==> src/rtl/control_unit_if.sv <==
// rtl/control_unit_if.sv - opcode/control bundle between the control unit and the RV64I datapath
interface control_unit_if #(
  parameter int COUNT_WIDTH = 32
);
  logic [6:0]             opcode;
  logic                   WE_RF;
  logic                   WE_MEM;
  logic [1:0]             RF_din_sel;
  logic                   ULA_din2_sel;
  logic                   load_pc;
  logic                   load_ir;
  logic                   pc_next_sel;
  logic                   pc_adder_sel;
  logic [2:0]             state;
  logic                   illegal;
  logic [COUNT_WIDTH-1:0] retired;

  modport master (
    input  opcode,
    output WE_RF, WE_MEM, RF_din_sel, ULA_din2_sel, load_pc, load_ir,
           pc_next_sel, pc_adder_sel, state, illegal, retired
  );

  modport slave (
    output opcode,
    input  WE_RF, WE_MEM, RF_din_sel, ULA_din2_sel, load_pc, load_ir,
           pc_next_sel, pc_adder_sel, state, illegal, retired
  );
endinterface

==> src/rtl/control_unit.sv <==
// rtl/control_unit.sv - multicycle RV64I control FSM with illegal-opcode halt and retire counter
module control_unit #(
  parameter int COUNT_WIDTH = 32
) (
  input  logic          CLK,
  input  logic          reset,
  control_unit_if.master bus
);
  typedef enum logic [2:0] {
    S_FETCH  = 3'd0,
    S_DECODE = 3'd1,
    S_EXEC   = 3'd2,
    S_MEM    = 3'd3,
    S_HALT   = 3'd4
  } state_t;

  localparam logic [6:0] OP_R      = 7'b0110011;
  localparam logic [6:0] OP_32     = 7'b0111011;
  localparam logic [6:0] OP_IALU   = 7'b0010011;
  localparam logic [6:0] OP_IMM32  = 7'b0011011;
  localparam logic [6:0] OP_LOAD   = 7'b0000011;
  localparam logic [6:0] OP_STORE  = 7'b0100011;
  localparam logic [6:0] OP_BRANCH = 7'b1100011;
  localparam logic [6:0] OP_JAL    = 7'b1101111;
  localparam logic [6:0] OP_JALR   = 7'b1100111;
  localparam logic [6:0] OP_LUI    = 7'b0110111;
  localparam logic [6:0] OP_AUIPC  = 7'b0010111;

  state_t                 r_state;
  state_t                 w_next;
  logic [COUNT_WIDTH-1:0] r_retired;
  logic                   w_supported;
  logic                   w_we_rf;
  logic                   w_we_mem;
  logic [1:0]             w_rf_sel;
  logic                   w_ula_sel;
  logic                   w_load_pc;
  logic                   w_load_ir;
  logic                   w_pc_next_sel;
  logic                   w_pc_adder_sel;
  logic                   w_illegal;

  always_comb begin
    case (bus.opcode)
      OP_R, OP_32, OP_IALU, OP_IMM32, OP_LOAD, OP_STORE,
      OP_BRANCH, OP_JAL, OP_JALR, OP_LUI, OP_AUIPC: w_supported = 1'b1;
      default:                                       w_supported = 1'b0;
    endcase
  end

  always_comb begin
    w_next         = r_state;
    w_we_rf        = 1'b0;
    w_we_mem       = 1'b0;
    w_rf_sel       = 2'b00;
    w_ula_sel      = 1'b0;
    w_load_pc      = 1'b0;
    w_load_ir      = 1'b0;
    w_pc_next_sel  = 1'b0;
    w_pc_adder_sel = 1'b0;
    w_illegal      = 1'b0;
    case (r_state)
      S_FETCH: begin
        w_load_ir = 1'b1;
        w_next    = S_DECODE;
      end
      S_DECODE: w_next = w_supported ? S_EXEC : S_HALT;
      S_EXEC: begin
        w_next = S_FETCH;
        case (bus.opcode)
          OP_R, OP_32: begin
            w_we_rf = 1'b1; w_rf_sel = 2'b01; w_load_pc = 1'b1;
          end
          OP_IALU, OP_IMM32, OP_LUI: begin
            w_we_rf = 1'b1; w_rf_sel = 2'b01; w_ula_sel = 1'b1; w_load_pc = 1'b1;
          end
          OP_AUIPC: begin
            w_we_rf = 1'b1; w_rf_sel = 2'b11; w_load_pc = 1'b1;
          end
          OP_STORE: begin
            w_ula_sel = 1'b1; w_we_mem = 1'b1; w_load_pc = 1'b1;
          end
          OP_BRANCH: begin
            w_pc_next_sel = 1'b1; w_load_pc = 1'b1;
          end
          OP_JAL: begin
            w_we_rf = 1'b1; w_rf_sel = 2'b10; w_pc_next_sel = 1'b1; w_load_pc = 1'b1;
          end
          OP_JALR: begin
            w_we_rf = 1'b1; w_rf_sel = 2'b10; w_pc_next_sel = 1'b1;
            w_pc_adder_sel = 1'b1; w_load_pc = 1'b1;
          end
          // Address computed here; the write-back waits for the memory cycle.
          OP_LOAD: begin
            w_ula_sel = 1'b1;
            w_next    = S_MEM;
          end
          default: ;
        endcase
      end
      S_MEM: begin
        w_ula_sel = 1'b1; w_we_rf = 1'b1; w_rf_sel = 2'b00; w_load_pc = 1'b1;
        w_next    = S_FETCH;
      end
      S_HALT:  w_illegal = 1'b1;
      default: w_next = S_FETCH;
    endcase
    // Reset abandons any in-flight instruction, so nothing may commit on that edge.
    if (reset) begin
      w_we_rf        = 1'b0;
      w_we_mem       = 1'b0;
      w_rf_sel       = 2'b00;
      w_ula_sel      = 1'b0;
      w_load_pc      = 1'b0;
      w_load_ir      = 1'b0;
      w_pc_next_sel  = 1'b0;
      w_pc_adder_sel = 1'b0;
      w_illegal      = 1'b0;
    end
  end

  always_ff @(posedge CLK) begin
    if (reset) begin
      r_state   <= S_FETCH;
      r_retired <= '0;
    end else begin
      r_state <= w_next;
      if (w_load_pc) r_retired <= r_retired + COUNT_WIDTH'(1);
    end
  end

  assign bus.WE_RF        = w_we_rf;
  assign bus.WE_MEM       = w_we_mem;
  assign bus.RF_din_sel   = w_rf_sel;
  assign bus.ULA_din2_sel = w_ula_sel;
  assign bus.load_pc      = w_load_pc;
  assign bus.load_ir      = w_load_ir;
  assign bus.pc_next_sel  = w_pc_next_sel;
  assign bus.pc_adder_sel = w_pc_adder_sel;
  assign bus.state        = r_state;
  assign bus.illegal      = w_illegal;
  assign bus.retired      = r_retired;
endmodule

==> src/flat_wrapper.sv <==
// flat-port wrapper written by rule: the top's interface ports become plain ports
module control_unit_flat 
#(
  parameter int COUNT_WIDTH = 32
)
  (CLK, reset, bus_opcode, bus_WE_RF, bus_WE_MEM, bus_RF_din_sel, bus_ULA_din2_sel, bus_load_pc, bus_load_ir, bus_pc_next_sel, bus_pc_adder_sel, bus_state, bus_illegal, bus_retired);
  control_unit_if #(.COUNT_WIDTH(COUNT_WIDTH)) bus_i ();
  input  logic CLK;
  input  logic reset;
  input wire logic [$bits(bus_i.opcode)-1:0] bus_opcode;
  output wire logic [$bits(bus_i.WE_RF)-1:0] bus_WE_RF;
  output wire logic [$bits(bus_i.WE_MEM)-1:0] bus_WE_MEM;
  output wire logic [$bits(bus_i.RF_din_sel)-1:0] bus_RF_din_sel;
  output wire logic [$bits(bus_i.ULA_din2_sel)-1:0] bus_ULA_din2_sel;
  output wire logic [$bits(bus_i.load_pc)-1:0] bus_load_pc;
  output wire logic [$bits(bus_i.load_ir)-1:0] bus_load_ir;
  output wire logic [$bits(bus_i.pc_next_sel)-1:0] bus_pc_next_sel;
  output wire logic [$bits(bus_i.pc_adder_sel)-1:0] bus_pc_adder_sel;
  output wire logic [$bits(bus_i.state)-1:0] bus_state;
  output wire logic [$bits(bus_i.illegal)-1:0] bus_illegal;
  output wire logic [$bits(bus_i.retired)-1:0] bus_retired;
  assign bus_i.opcode = bus_opcode;
  assign bus_WE_RF = bus_i.WE_RF;
  assign bus_WE_MEM = bus_i.WE_MEM;
  assign bus_RF_din_sel = bus_i.RF_din_sel;
  assign bus_ULA_din2_sel = bus_i.ULA_din2_sel;
  assign bus_load_pc = bus_i.load_pc;
  assign bus_load_ir = bus_i.load_ir;
  assign bus_pc_next_sel = bus_i.pc_next_sel;
  assign bus_pc_adder_sel = bus_i.pc_adder_sel;
  assign bus_state = bus_i.state;
  assign bus_illegal = bus_i.illegal;
  assign bus_retired = bus_i.retired;
  control_unit #(.COUNT_WIDTH(COUNT_WIDTH)) u_core (.CLK(CLK), .reset(reset), .bus(bus_i));
endmodule
==> config.mk <==
export PLATFORM = sky130hd
export DESIGN_NAME = control_unit_flat
export DESIGN_NICKNAME = d
export VERILOG_FILES = /design/src/rtl/control_unit_if.sv /design/src/rtl/control_unit.sv /design/src/flat_wrapper.sv
export SDC_FILE = /design/constraint.sdc
export NUM_CORES = 1
export LEC_CHECK = 0
export ABC_CLOCK_PERIOD_IN_PS = 2500
export CORE_UTILIZATION = 48
export DETAILED_ROUTE_END_ITERATION = 10
export PLACE_DENSITY = 0.87
export RECOVER_POWER = 25
export SLEW_MARGIN = 20
export SYNTH_ARGS = -nofsm -noshare
export SYNTH_HDL_FRONTEND = slang
export SYNTH_SLANG_ARGS = --single-unit
==> constraint.sdc <==
create_clock -name CLK -period 2.5 [get_ports CLK]
set_input_delay 0.75 -clock CLK [delete_from_list [all_inputs] [get_ports CLK]]
set_output_delay 0.75 -clock CLK [all_outputs]
set_load 0.005 [all_outputs]
==> results.cfg, run 1 <==
[status]
outcome = finished clean

[floorplan]
ios = 54
die_x_um = 66.2
dieHeight_um = 66.2
core_mm2 = 0.00380
die_area_mm2 = 0.00438
start_util = 0.521
rows = 22

[power_and_ir_drop]
p_total_mw = 1.14
irDropWorstVdd_uv = 355
p_leak_nw = 1.03
power_density_mw_per_mm2 = 389

[finish]
synthToLayoutAreaGrowth_pct = 48.1
fillers = 265
fin_area_mm2 = 0.00293
insertedDiodeCount = 0
drive_above_1_share = 0.258
final_cell_mix = 35 x clkdlybuf4s50_1, 35 x dfxtp_1, 31 x buf_4
nNetsFinal = 339

[drt]
wire_per_inst_um = 15.7
post-route-drc-count = 0
drt_iter0_drc = 255
drtPass1Iterations = 4
route.vias.total = 2279
final_antenna_net_count = 0
via_per_inst = 6.03
wl_um = 5950

[worst_setup_path]
cpMaxStageDelayCell = nand3b_1
crit_family = buffers and inverters
path_buf_inv = 4
path_cells = buf_8 -> nand3b_1 -> buf_4 -> o22ai_4 -> buf_6 -> o21ai_4 -> nor2_2 -> buf_2
critPathLaunchType = input pin
worst_setup_path_end_kind = primary output
path_class = input pin to primary output
slowest_delay_ns = 0.17
critPathMaxFanout = 6
crit_arrival_ns = 1.75
required_ns = 1.75
rrSetupSlack_ns = 0.17

[yosys]
synth_ff_type = dfxtp_1
ys_seq_elements = 35
synth_edf_count = 0
netlist_area_mm2 = 0.00198
synthCells = 243
synthArstFlopShare = 0
yosysWarnings = 0
syn-num-nets = 253
syn_area_per_cell_um2 = 8.14
ys_types = 49
seq_area_frac_synth = 0.354

[sta]
setup_viol = 0
hold_slack_ns = 0.485
fin_skew_ns = 0.00654
fin_crit_ns = 2.50
slew_headroom = 0.636
timing.final.max_slew_violations = 0
tightest_slew_ns = 0.543
hold_viol = 0
rsz0062_at_grt = true
fmax_mhz = 401
fin_crit_sh = 0.999
finalWorstSetupSlack_ns = 0.00329

[global_routing]
grt_usage = 0.288
grt_pass1_wl_um = 9590
antenna_found_initial = 0
grt_max_degree = 37
grt-ovfl-total = 0
first_global_vias = 2140

[clocking]
h-tree-depth = 2
cts_buffers = 5
clock_sinks = 35
holdBufCountCts = 0
clk_path_buf_depth = 2
cts_tree = done
insertion_delay_ns = 0.30
cts_root_buffer = clkbuf_8
clk_pin_slew_worst_paths_ns = 0.07

[placed_design]
dp_slack_ns = -0.804
dp_hpwl_um = 3930
place.gp.congestion = 0.900
port_buffers = 53
dpl_cell_area_mm2 = 0.00272

[hold_path]
min_path_type = register to register

[job]
maxCapViolCount = 0
[state kept, by name, indices dropped and copies added, names as in the netlist]
register	flops
u_core.bus.retired	32
u_core.bus.state	3
[area by class of cell]
type	instances	area, um2	share of cell area
Clock inverter	2	12.5	0.00427
Tap cell	48	60.1	0.0205
Inverter	7	26.3	0.00897
Clock buffer	6	72.6	0.0248
Multi-Input combinational cell	192	1310	0.445
Sequential cell	35	701	0.239
Timing Repair Buffer	88	753	0.257
[where the power goes]
| group | leakage, nW | total (mW) | switching, mW | internal [mW] |
|---|---|---|---|---|
| Clock | 0.0412 | 0.411 | 0.216 | 0.195 |
| Combinational | 0.704 | 0.162 | 0.0847 | 0.0776 |
| Sequential | 0.282 | 0.567 | 0.00509 | 0.562 |
[per-stage QoR]
stage                     TNS [ns]  utilization  instances
final                            0        0.771        378
after global routing       -0.0744        0.771        378
after CTS                        0        0.757        374
after detailed placement    -13.97        0.715        360
after global placement      -13.04        0.715        360
after floorplan                  0            -        243
[synthesized netlist by cell type, drive strengths merged (5+ instances only)]
master  instances  share of area
or4            10          0.038
dfxtp          35           0.35
and2            5          0.016
nor2           26          0.049
clkbuf          7          0.013
nand2          13          0.025
inv             7          0.013
xnor2           7          0.031
nand3          10          0.025
or3             9          0.028
nand4          10          0.032
nor4            6          0.019
a211oi          6          0.025
o31ai           8          0.030
o21ai           9          0.025
a21oi          23          0.058
nor3            7          0.018
[final timing paths]
check / start / end / cells past startpoint
worst max-delay path: bus_opcode[4] / bus_load_pc / 8
worst min-delay path: u_core.bus.retired[31] / u_core.bus.retired[31] / 2
worst max register to register: u_core.bus.retired[0] / u_core.bus.retired[28] / 6
worst min register to register: u_core.bus.retired[31] / u_core.bus.retired[31] / 2
[cell families (layout without fill, tap and decap cells)]
group,count (synthesis),after routing,synth area share
simple gates,114,114,0.323
compound gates,63,63,0.217
flops,35,35,0.354
buf+inv,16,103,0.0329
xor+xnor,10,10,0.0443
mux,4,4,0.0221
fa+ha+maj,1,1,0.00632
[per-layer routing]
layer,track usage,vias to the layer above,part of all wire
met1,0.344,1071,0.43
met4,0.125,0,0.027
met2,0.478,98,0.48
li1,-,1091,-
met5,0,-,0
met3,0.0793,19,0.068
[timing repair]
item                       4_1_cts  5_1_grt
setup buffers                    7        5
pin swaps                       13        7
setup endpoints to repair       16        6
resized for setup               83        7
[tightest hold or removal path: stages, from the launching register on]
cell     delay [ns]
dfxtp_1        0.32
o21ai_0        0.06
a21oi_1        0.06
Note: power is estimated with default switching activity, not from simulation.
==> run 2, diff against run 1 <==
CORE_UTILIZATION = 45   (was 48)
PLACE_DENSITY = 0.82   (was 0.87)
==> results.cfg, run 2 (same netlist as run 1, synthesis figures left out) <==
[finish]
nNetsFinal = 339
final_cells = 380
largest_reg_flops = 32
drive_above_1_share = 0.261
insertedDiodeCount = 0
synthToLayoutAreaGrowth_pct = 48.8
final_cell_mix = 35 x dfxtp_1, 30 x buf_4, 24 x clkdlybuf4s50_1
fin_area_mm2 = 0.00294
layout_commonest_cell = dfxtp_1

[power_and_ir_drop]
irDropWorstVdd_uv = 238
combPwrFrac = 0.137
power_frac_clock = 0.389
switching_share = 0.256
p_seq_frac = 0.473
power_density_mw_per_mm2 = 407
internal_power_uw = 892
p_leak_nw = 1.07
power_switching_uw = 306

[worst_setup_path]
rrSetupSlack_ns = 0.21
crit_arrival_ns = 1.71
path_class = input pin to primary output
slowest_delay_ns = 0.41
critPathLaunchType = input pin
path_cells = buf_2 -> or3_4 -> nor2_4 -> and4_1 -> buf_2
cp_common_cell = buf_2
crit_family = simple AND/OR/NAND/NOR gates
r2r_start = u_core.bus.retired[0]
reg2reg_depth = 6
r2r-end = u_core.bus.retired[26]
path_depth = 5
critPathMaxFanout = 4
cpMaxStageDelayCell = or3_4
worst_setup_path_end_kind = primary output
required_ns = 1.75
path_buf_inv = 2

[drt]
route.vias.total = 2274
wire_per_inst_um = 15.3
wl_um = 5820
drt_iter0_drc = 137
final_antenna_net_count = 0
drtPass1Iterations = 4
via_per_inst = 5.98
post-route-drc-count = 0

[clocking]
cts_tree = done
clk_path_buf_depth = 2
cts_root_buffer = clkbuf_8
h-tree-depth = 2
clock_sinks = 35
clk_pin_slew_worst_paths_ns = 0.07
cts_buffers = 5
insertion_delay_ns = 0.30

[floorplan]
dieHeight_um = 68.3
rows = 23
ios = 54
core_mm2 = 0.00412
start_util = 0.481
die_area_mm2 = 0.00466
die_x_um = 68.3

[hold_path]
hp-start = u_core.bus.retired[31]
min_path_cells = 2
min_path_type = register to register
min_to = u_core.bus.retired[31]

[sta]
rsz0062_at_grt = false
finalWorstSetupSlack_ns = 0.0431
fin_crit_sh = 0.983
fin_skew_ns = 0.00762
setup_viol = 0
hold_viol = 0
tightest_slew_ns = 0.530
fmax_mhz = 407
tns_ns = 0
hold_slack_ns = 0.489
slew_headroom = 0.637
timing.final.max_slew_violations = 0
fin_crit_ns = 2.46

[status]
outcome = finished clean

[placed_design]
dpl_cell_area_mm2 = 0.00274
numPlacedInstances = 365
dp_hpwl_um = 3890
dp_slack_ns = -0.835
port_buffers = 53
place.gp.congestion = 0.870

[global_routing]
grt_max_degree = 37
first_global_vias = 1916
grt_usage = 0.257
antenna_found_initial = 0
grt_pass1_wl_um = 8910
grt-ovfl-total = 0

[job]
maxCapViolCount = 0
-- run 2: routing by layer --
metal / vias to the layer above / GRT usage / wire (um)
met5: - / 0 / 0
met4: 0 / 0.117 / 108
met1: 1081 / 0.339 / 2570
met2: 87 / 0.398 / 2840
met3: 7 / 0.0517 / 300
li1: 1099 / - / -
-- run 2: final cells by class --
| class | instances | area, um2 |
|---|---|---|
| repair buffers | 88 | 741 |
| fillers | 318 | 1170 |
| clock inverters | 1 | 7.51 |
| inverters | 7 | 26.3 |
| clock buffers | 7 | 96.3 |
| multi-input cells | 192 | 1310 |
| well taps | 50 | 62.6 |
| flip-flops and latches | 35 | 701 |
-- run 2: tightest hold or removal path, delay by kind of cell, from the launching register on --
family	cells	cell delay, ns
flip-flops	1	0.32
AO/OA/AOI/OAI	2	0.13
-- run 2: how the worst max path moves through the flow --
stage / from / end / slack (ns)
2_1_floorplan: bus_opcode[3] / bus_load_pc / 0.06
3_3_place_gp: bus_opcode[4] / bus_load_pc / -0.77
3_5_place_dp: bus_opcode[4] / bus_load_pc / -0.84
4_1_cts: bus_opcode[4] / bus_load_pc / 0.02
5_1_grt: bus_opcode[6] / bus_load_pc / 0.002
6_report: bus_opcode[3] / bus_WE_MEM / 0.04
-- run 2: what timing repair did --
item,CTS,global route
pin swaps,15,8
resized for setup,79,12
hold buffers,0,0
setup buffers,7,0
endpoints found under the setup margin,24,7
-- run 2: per-stage QoR --
step	power, mW	utilization
floorplan	0.636	-
global placement	0.715	0.666
detailed placement	0.717	0.666
CTS	1.19	0.701
global route	1.23	0.715
finish	1.20	0.715
-- run 2: power groups by stage --
stage / Sequential, mW / Clock (mW) / Combinational, mW
final: 0.567 / 0.467 / 0.165
after CTS: 0.565 / 0.478 / 0.150
after floorplan: 0.579 / 0 / 0.0567
after global placement: 0.577 / 0 / 0.139
after global routing: 0.567 / 0.492 / 0.175
after detailed placement: 0.577 / 0 / 0.140
